<file path="config.mk">
export PLATFORM = sky130hd
export DESIGN_NAME = data_cache_ctrl
export DESIGN_NICKNAME = d
export VERILOG_FILES = /design/src/rtl/mem_pkg.sv /design/src/rtl/data_cache_ctrl_store_merge.sv /design/src/rtl/data_cache_ctrl.sv
export SDC_FILE = /design/constraint.sdc
export NUM_CORES = 2
export LEC_CHECK = 0
export ABC_AREA = 1
export BUFFER_PORTS_ARGS = -buffer_cell sky130_fd_sc_hd__buf_4
export CAP_MARGIN = 5
export CELL_PAD_IN_SITES_DETAIL_PLACEMENT = 1
export CELL_PAD_IN_SITES_GLOBAL_PLACEMENT = 1
export CORE_ASPECT_RATIO = 1.75
export CORE_MARGIN = 2
export CORE_UTILIZATION = 54
export CTS_CLUSTER_DIAMETER = 50
export DETAILED_ROUTE_END_ITERATION = 8
export PLACE_DENSITY_LB_ADDON = 0.1
export SETUP_SLACK_MARGIN = 0.05
export SYNTH_ARGS = -nofsm -noshare
export SYNTH_HDL_FRONTEND = slang
export SYNTH_SLANG_ARGS = --single-unit
</file>
<file path="constraint.sdc">
create_clock -name clk_i -period 23 [get_ports clk_i]
set_input_delay 2.3 -clock clk_i [delete_from_list [all_inputs] [get_ports clk_i]]
set_output_delay 2.3 -clock clk_i [all_outputs]
set_load 0.02 [all_outputs]
</file>
<file path="src/rtl/mem_pkg.sv">
// Shared geometry, FSM state type and access-size helper for the direct-mapped data cache.
package mem_pkg;

  localparam int BLOCK_SIZE  = 128;
  localparam int OFFSET_BITS = 4;
  localparam int INDEX_BITS  = 4;
  localparam int TAG_BITS    = 32 - INDEX_BITS - OFFSET_BITS;
  localparam int NUM_LINES   = 1 << INDEX_BITS;

  typedef enum logic [1:0] {
    IDLE      = 2'd0,
    WRITEBACK = 2'd1,
    ALLOCATE  = 2'd2
  } state_t;

  // Size encoding 2'b11 is treated as a full word.
  function automatic logic [2:0] size_bytes(input logic [1:0] size);
    case (size)
      2'b00:   size_bytes = 3'd1;
      2'b01:   size_bytes = 3'd2;
      default: size_bytes = 3'd4;
    endcase
  endfunction

endpackage

</file>
<file path="src/rtl/data_cache_ctrl_store_merge.sv">
// Combinational insertion of 1/2/4 right-aligned store bytes into a cache line at a byte offset.
module store_merge
  import mem_pkg::*;
(
  input  logic [BLOCK_SIZE-1:0]  line,
  input  logic [OFFSET_BITS-1:0] offset,
  input  logic [1:0]             size,
  input  logic [31:0]            wdata,
  output logic [BLOCK_SIZE-1:0]  merged
);

  logic [2:0] nbytes;
  logic [4:0] pos;

  always_comb begin
    merged = line;
    nbytes = size_bytes(size);
    pos    = '0;
    for (int b = 0; b < 4; b++) begin
      pos = {1'b0, offset} + 5'(b);
      // Bytes that would run past the end of the line are dropped.
      if ((3'(b) < nbytes) && !pos[4]) begin
        merged[{pos[3:0], 3'b000} +: 8] = wdata[8*b +: 8];
      end
    end
  end

endmodule

</file>
<file path="src/rtl/data_cache_ctrl.sv">
// Direct-mapped, write-back, write-allocate data cache controller with a 3-state refill FSM.
// Optional hit/miss counters are built when DCACHE_STATS_EN is defined.
module data_cache_ctrl
  import mem_pkg::*;
(
  input  logic                   clk_i,
  input  logic                   rst_i,
  input  logic                   req_valid_i,
  input  logic                   we_i,
  input  logic [2:0]             funct3_i,
  input  logic [31:0]            addr_i,
  input  logic [31:0]            wdata_i,
  output logic                   stall_o,
  output logic [BLOCK_SIZE-1:0]  block_o,
  output logic [OFFSET_BITS-1:0] offset_o,
  output logic                   mem_req_o,
  output logic                   mem_we_o,
  output logic [31:0]            mem_addr_o,
  output logic [BLOCK_SIZE-1:0]  mem_wdata_o,
  input  logic                   mem_ready_i,
  input  logic [BLOCK_SIZE-1:0]  mem_rdata_i,
`ifdef DCACHE_STATS_EN
  output logic [31:0]            hit_count_o,
  output logic [31:0]            miss_count_o,
`endif
  output state_t                 state_o
);

  // Backing-memory handshake: mem_req_o stays high with stable address/data
  // until mem_ready_i is seen in WRITEBACK or ALLOCATE; mem_ready_i is ignored elsewhere.

  state_t state_q, state_d;

  logic [NUM_LINES-1:0]  valid_q;
  logic [NUM_LINES-1:0]  dirty_q;
  logic [TAG_BITS-1:0]   tag_q  [NUM_LINES];
  logic [BLOCK_SIZE-1:0] data_q [NUM_LINES];

  logic [INDEX_BITS-1:0] index;
  logic [TAG_BITS-1:0]   tag;
  logic                  hit;
  logic                  store_en;
  logic                  refill_en;
  logic                  wb_done;
  logic                  hit_ev;
  logic                  miss_ev;
  logic [BLOCK_SIZE-1:0] merged;
  logic                  unused_funct3;

  assign index         = addr_i[OFFSET_BITS +: INDEX_BITS];
  assign tag           = addr_i[31 -: TAG_BITS];
  assign hit           = req_valid_i && valid_q[index] && (tag_q[index] == tag);
  assign offset_o      = addr_i[OFFSET_BITS-1:0];
  assign state_o       = state_q;
  assign unused_funct3 = funct3_i[2];

  store_merge u_store_merge (
    .line   (data_q[index]),
    .offset (addr_i[OFFSET_BITS-1:0]),
    .size   (funct3_i[1:0]),
    .wdata  (wdata_i),
    .merged (merged)
  );

  always_comb begin
    state_d     = state_q;
    stall_o     = 1'b0;
    block_o     = '0;
    mem_req_o   = 1'b0;
    mem_we_o    = 1'b0;
    mem_addr_o  = '0;
    mem_wdata_o = '0;
    store_en    = 1'b0;
    refill_en   = 1'b0;
    wb_done     = 1'b0;
    hit_ev      = 1'b0;
    miss_ev     = 1'b0;
    case (state_q)
      IDLE: begin
        if (req_valid_i) begin
          if (hit) begin
            block_o  = data_q[index];
            store_en = we_i;
            hit_ev   = 1'b1;
          end else begin
            stall_o = 1'b1;
            miss_ev = 1'b1;
            state_d = (valid_q[index] && dirty_q[index]) ? WRITEBACK : ALLOCATE;
          end
        end
      end
      WRITEBACK: begin
        stall_o     = 1'b1;
        mem_req_o   = 1'b1;
        mem_we_o    = 1'b1;
        mem_addr_o  = {tag_q[index], index, {OFFSET_BITS{1'b0}}};
        mem_wdata_o = data_q[index];
        if (mem_ready_i) begin
          wb_done = 1'b1;
          state_d = ALLOCATE;
        end
      end
      ALLOCATE: begin
        stall_o    = 1'b1;
        mem_req_o  = 1'b1;
        mem_addr_o = {tag, index, {OFFSET_BITS{1'b0}}};
        if (mem_ready_i) begin
          refill_en = 1'b1;
          state_d   = IDLE;
        end
      end
      default: state_d = IDLE;
    endcase
    // Reset forces every visible output quiet, even with a request held.
    if (rst_i) begin
      state_d     = IDLE;
      stall_o     = 1'b0;
      block_o     = '0;
      mem_req_o   = 1'b0;
      mem_we_o    = 1'b0;
      mem_addr_o  = '0;
      mem_wdata_o = '0;
      store_en    = 1'b0;
      refill_en   = 1'b0;
      wb_done     = 1'b0;
      hit_ev      = 1'b0;
      miss_ev     = 1'b0;
    end
  end

  always_ff @(posedge clk_i or posedge rst_i) begin
    if (rst_i) begin
      state_q <= IDLE;
      valid_q <= '0;
      dirty_q <= '0;
    end else begin
      state_q <= state_d;
      if (refill_en) begin
        valid_q[index] <= 1'b1;
        dirty_q[index] <= 1'b0;
      end else if (wb_done) begin
        dirty_q[index] <= 1'b0;
      end else if (store_en) begin
        dirty_q[index] <= 1'b1;
      end
    end
  end

  // Tag and data arrays carry no reset; valid bits qualify them.
  always_ff @(posedge clk_i) begin
    if (refill_en) begin
      data_q[index] <= mem_rdata_i;
      tag_q[index]  <= tag;
    end else if (store_en) begin
      data_q[index] <= merged;
    end
  end

`ifdef DCACHE_STATS_EN
  always_ff @(posedge clk_i or posedge rst_i) begin
    if (rst_i) begin
      hit_count_o  <= '0;
      miss_count_o <= '0;
    end else begin
      if (hit_ev)  hit_count_o  <= hit_count_o + 32'd1;
      if (miss_ev) miss_count_o <= miss_count_o + 32'd1;
    end
  end
`else
  logic unused_stats;
  assign unused_stats = hit_ev ^ miss_ev;
`endif

endmodule

</file>
==> impl_metrics.csv <==
group,metric,value,unit
synthesis,synth_xor_area_frac,0.000252,
synthesis,synth_mux_area_frac,0.0000961,
critical_path,critPathKind,"input pin to output port",
synthesis,syn-cell-area,104000,µm²
timing,whs,0.470,ns
synthesis,synth_top_family_by_area,"simple AND/OR/NAND/NOR gates",
clock_tree,cts_setup_buffers,0,
pwr,design_power_total,9.42,mW
routing,drtIter0Drc,9862,
placed_design,dp_hpwl,261000,µm
job,maxCapViolations,0,
synthesis,yosysWarnings,0,
synthesis,post_synth_and_or_nand_nor_area_fraction,0.131,
global_route,grt_overflow_total,0,
clock_tree,max-clock-path-buffers,4,
timing,finClkSkew,0.0711,ns
pwr,p_clk_frac,0.379,
synthesis,ys_seq_area_frac,0.709,
timing,rsz0062_at_grt,"false",
synthesis,syn_area_per_cell,11.8,µm²
critical_path,start_kind,"input pin",
clock_tree,cts_resized,0,
synthesis,synth_top_area_cell,"edfxtp_1",
floorplanning,pin_count,497,
final_layout,nNetsFinal,9434,
timing,period_share,0.483,
synthesis,synth_compound_area_frac,0.118,
routing,drt_wl_total,410000,µm
timing,max_freq,0.0900,GHz
synthesis,synth_top_area_frac,0.701,
clock_tree,cts_tree,"done",
placed_design,io_buffers,491,
synthesis,synth_most_common_cell,"edfxtp_1",
synthesis,synthCells,8818,
pwr,cellPowerDensity,80.0,nW/µm²
clock_tree,cts.clk_slew.worst_paths,0.07,ns
synthesis,yosys_most_used_dff,"edfxtp_1",
clock_tree,cts_buffers,216,
timing,setup_viol,0,
timing,slew_viol_final,0,
floorplanning,dieWidth,336,µm
clock_tree,clockRootBuffer,"clkbuf_16",
global_route,grt_pass1_vias,79954,
synthesis,synth_edf_count,2432,
pwr,p_comb_frac,0.094,
global_route,grt_start_max_net_pins,147,
synthesis,netlist_top_cells_area,"edfxtp_1, nand2_1, a22oi_1, nor2_1, a21oi_1",
critical_path,cp-end-kind,"output port",
critical_path,cp.required,20.70,ns
timing,slew_headroom,0.117,
pwr,switchingPower,2.33,mW
floorplanning,die_y,585,µm
pwr,ir_drop,0.0935,mV
hold_path,hp-class,"register to register",
placed_design,place.gp.congestion,1.02,
global_route,grt_util_all_layers,0.414,
critical_path,cp_max_fo,146,
final_layout,drive_gt1_frac,0.127,
floorplanning,die_area,197000,µm²
floorplanning,start_util,0.542,
routing,wire_per_inst,34.2,µm
routing,vias,78310,
floorplanning,rows,213,
pwr,internal_power,7.09,mW
synthesis,ys_ff_latch,2466,
synthesis,synth_common_cells,"edfxtp_1, nand2_1, a22oi_1, nor2_1, a21oi_1",
clock_tree,cts_max_level,4,
global_route,antenna_found_initial,46,
clock_tree,ctsHoldBuffers,0,
pwr,switching_share,0.248,
timing,fin_tns_setup,0,ns
global_route,grt_pass1_wl,573000,µm
routing,firstDrtPassIters,6,
routing,ant_nets,0,
synthesis,synth_cell_types,43,
synthesis,synthAdderAreaFrac,0.00204,
timing,tightest_slew,1.32,ns
routing,viasPerCell,6.53,
clock_tree,cts.sink_count,2466,
clock_tree,clock_latency,0.89,ns
pwr,seq_power_share,0.527,
outcome,status,"completed",
timing,hold_viol_final,0,
synthesis,async_reset_ff_frac,0.0138,
floorplanning,core_area,192000,µm²
pwr,leakagePower,43.2,nW
final_layout,syn_to_final_growth,13.0,%
timing,fin_crit,11.11,ns
routing,drc_errors,0,
critical_path,cp.arrival,8.81,ns
-- per-layer routing --
layer | wire (µm) | vias up | global-route usage
li1 | - | 32405 | -
met1 | 141000 | 39133 | 0.498
met5 | 293 | - | 0
met4 | 35400 | 40 | 0.306
met2 | 194000 | 5303 | 0.667
met3 | 40200 | 1429 | 0.0766
-- critical path, stage by stage --
cell	delay (ns)
buf_4	0.46
buf_4	0.69
nand2_2	0.45
inv_8	0.72
buf_4	0.82
buf_4	0.67
buf_12	0.57
a22oi_1	0.21
a21oi_1	0.17
or2_2	0.14
inv_1	0.03
nand3_1	0.39
inv_1	0.44
nor2_1	0.21
buf_4	0.17
-- power by group through the flow --
stage,Clock (mW),Sequential [mW],Combinational [mW]
2_1_floorplan,0,5.06,0.429
3_3_place_gp,0,5.06,0.828
3_5_place_dp,0,5.06,0.852
4_1_cts,3.57,4.97,0.859
5_1_grt,3.70,4.96,0.922
6_report,3.57,4.97,0.889
-- cells by family after synthesis --
logic type               Yosys count
multiplexers                       1
buffers and inverters           1008
adder cells (fa/ha/maj)           17
AND/OR/NAND/NOR                 3414
flip-flops                      2466
AO/OA/AOI/OAI                   1908
XOR/XNOR                           3
other                              1
-- registers in the layout, indices dropped and copies added (netlist names), named ones only --
name,count
state_o,2
valid_q,16
data_q,2048
tag_q,384
-- per-stage QoR --
| stage | instances | worst slack, ns | cell area [µm²] | util |
|---|---|---|---|---|
| detailed placement | 11577 | 12.00 | 111000 | 0.577 |
| global route | 11968 | 11.81 | 118000 | 0.612 |
| global placement | 11577 | 12.07 | 111000 | 0.577 |
| floorplan | 8821 | 12.88 | 104000 | - |
| CTS | 11963 | 12.05 | 118000 | 0.612 |
| finish | 11989 | 11.89 | 118000 | 0.613 |
-- final cells by class --
class | count | area, µm²
clock inverter | 128 | 1090
multi-input combinational | 5347 | 26600
sequential | 2466 | 73900
antenna | 24 | 60.1
fill | 19292 | 74400
tap | 2580 | 3230
timing repair buffer | 681 | 5290
clock buffer | 258 | 5650
inverter | 505 | 1920
-- final timing paths --
path | from | endpoint | slack, ns | depth (start not counted)
min reg2reg | valid_q[15]$_DFFE_PP0P_ | valid_q[15]$_DFFE_PP0P_ | 0.47 | 1
min in group asynchronous | rst_i | valid_q[15]$_DFFE_PP0P_ | 1.59 | 3
max | addr_i[4] | mem_wdata_o[6] | 11.89 | 15
max reg2reg | tag_q[9][21]$_DFFE_PP_ | data_q[5][53]$_DFFE_PP_ | 15.96 | 22
max in group asynchronous | rst_i | valid_q[6]$_DFFE_PP0P_ | 21.06 | 3
min | valid_q[15]$_DFFE_PP0P_ | valid_q[15]$_DFFE_PP0P_ | 0.47 | 1
-- layout by cell type (no fill, tap or decap), drive strengths merged, types with 10 or more instances in the layout --
| cell type | count |
|---|---|
| a21oi | 493 |
| dfrtp | 34 |
| nor4 | 10 |
| nor3 | 53 |
| inv | 502 |
| o211ai | 23 |
| or2 | 134 |
| ha | 17 |
| nand2 | 2144 |
| nor2 | 858 |
| clkinvlp | 17 |
| nand4 | 57 |
| o22ai | 27 |
| o21bai | 12 |
| a22oi | 1043 |
| clkbuf | 258 |
| edfxtp | 2432 |
| diode | 24 |
| a31oi | 20 |
| o21ai | 275 |
| o31ai | 11 |
| bufinv | 16 |
| buf | 681 |
| nand3 | 154 |
| clkinv | 98 |
Note: power is estimated with default switching activity, not from simulation.
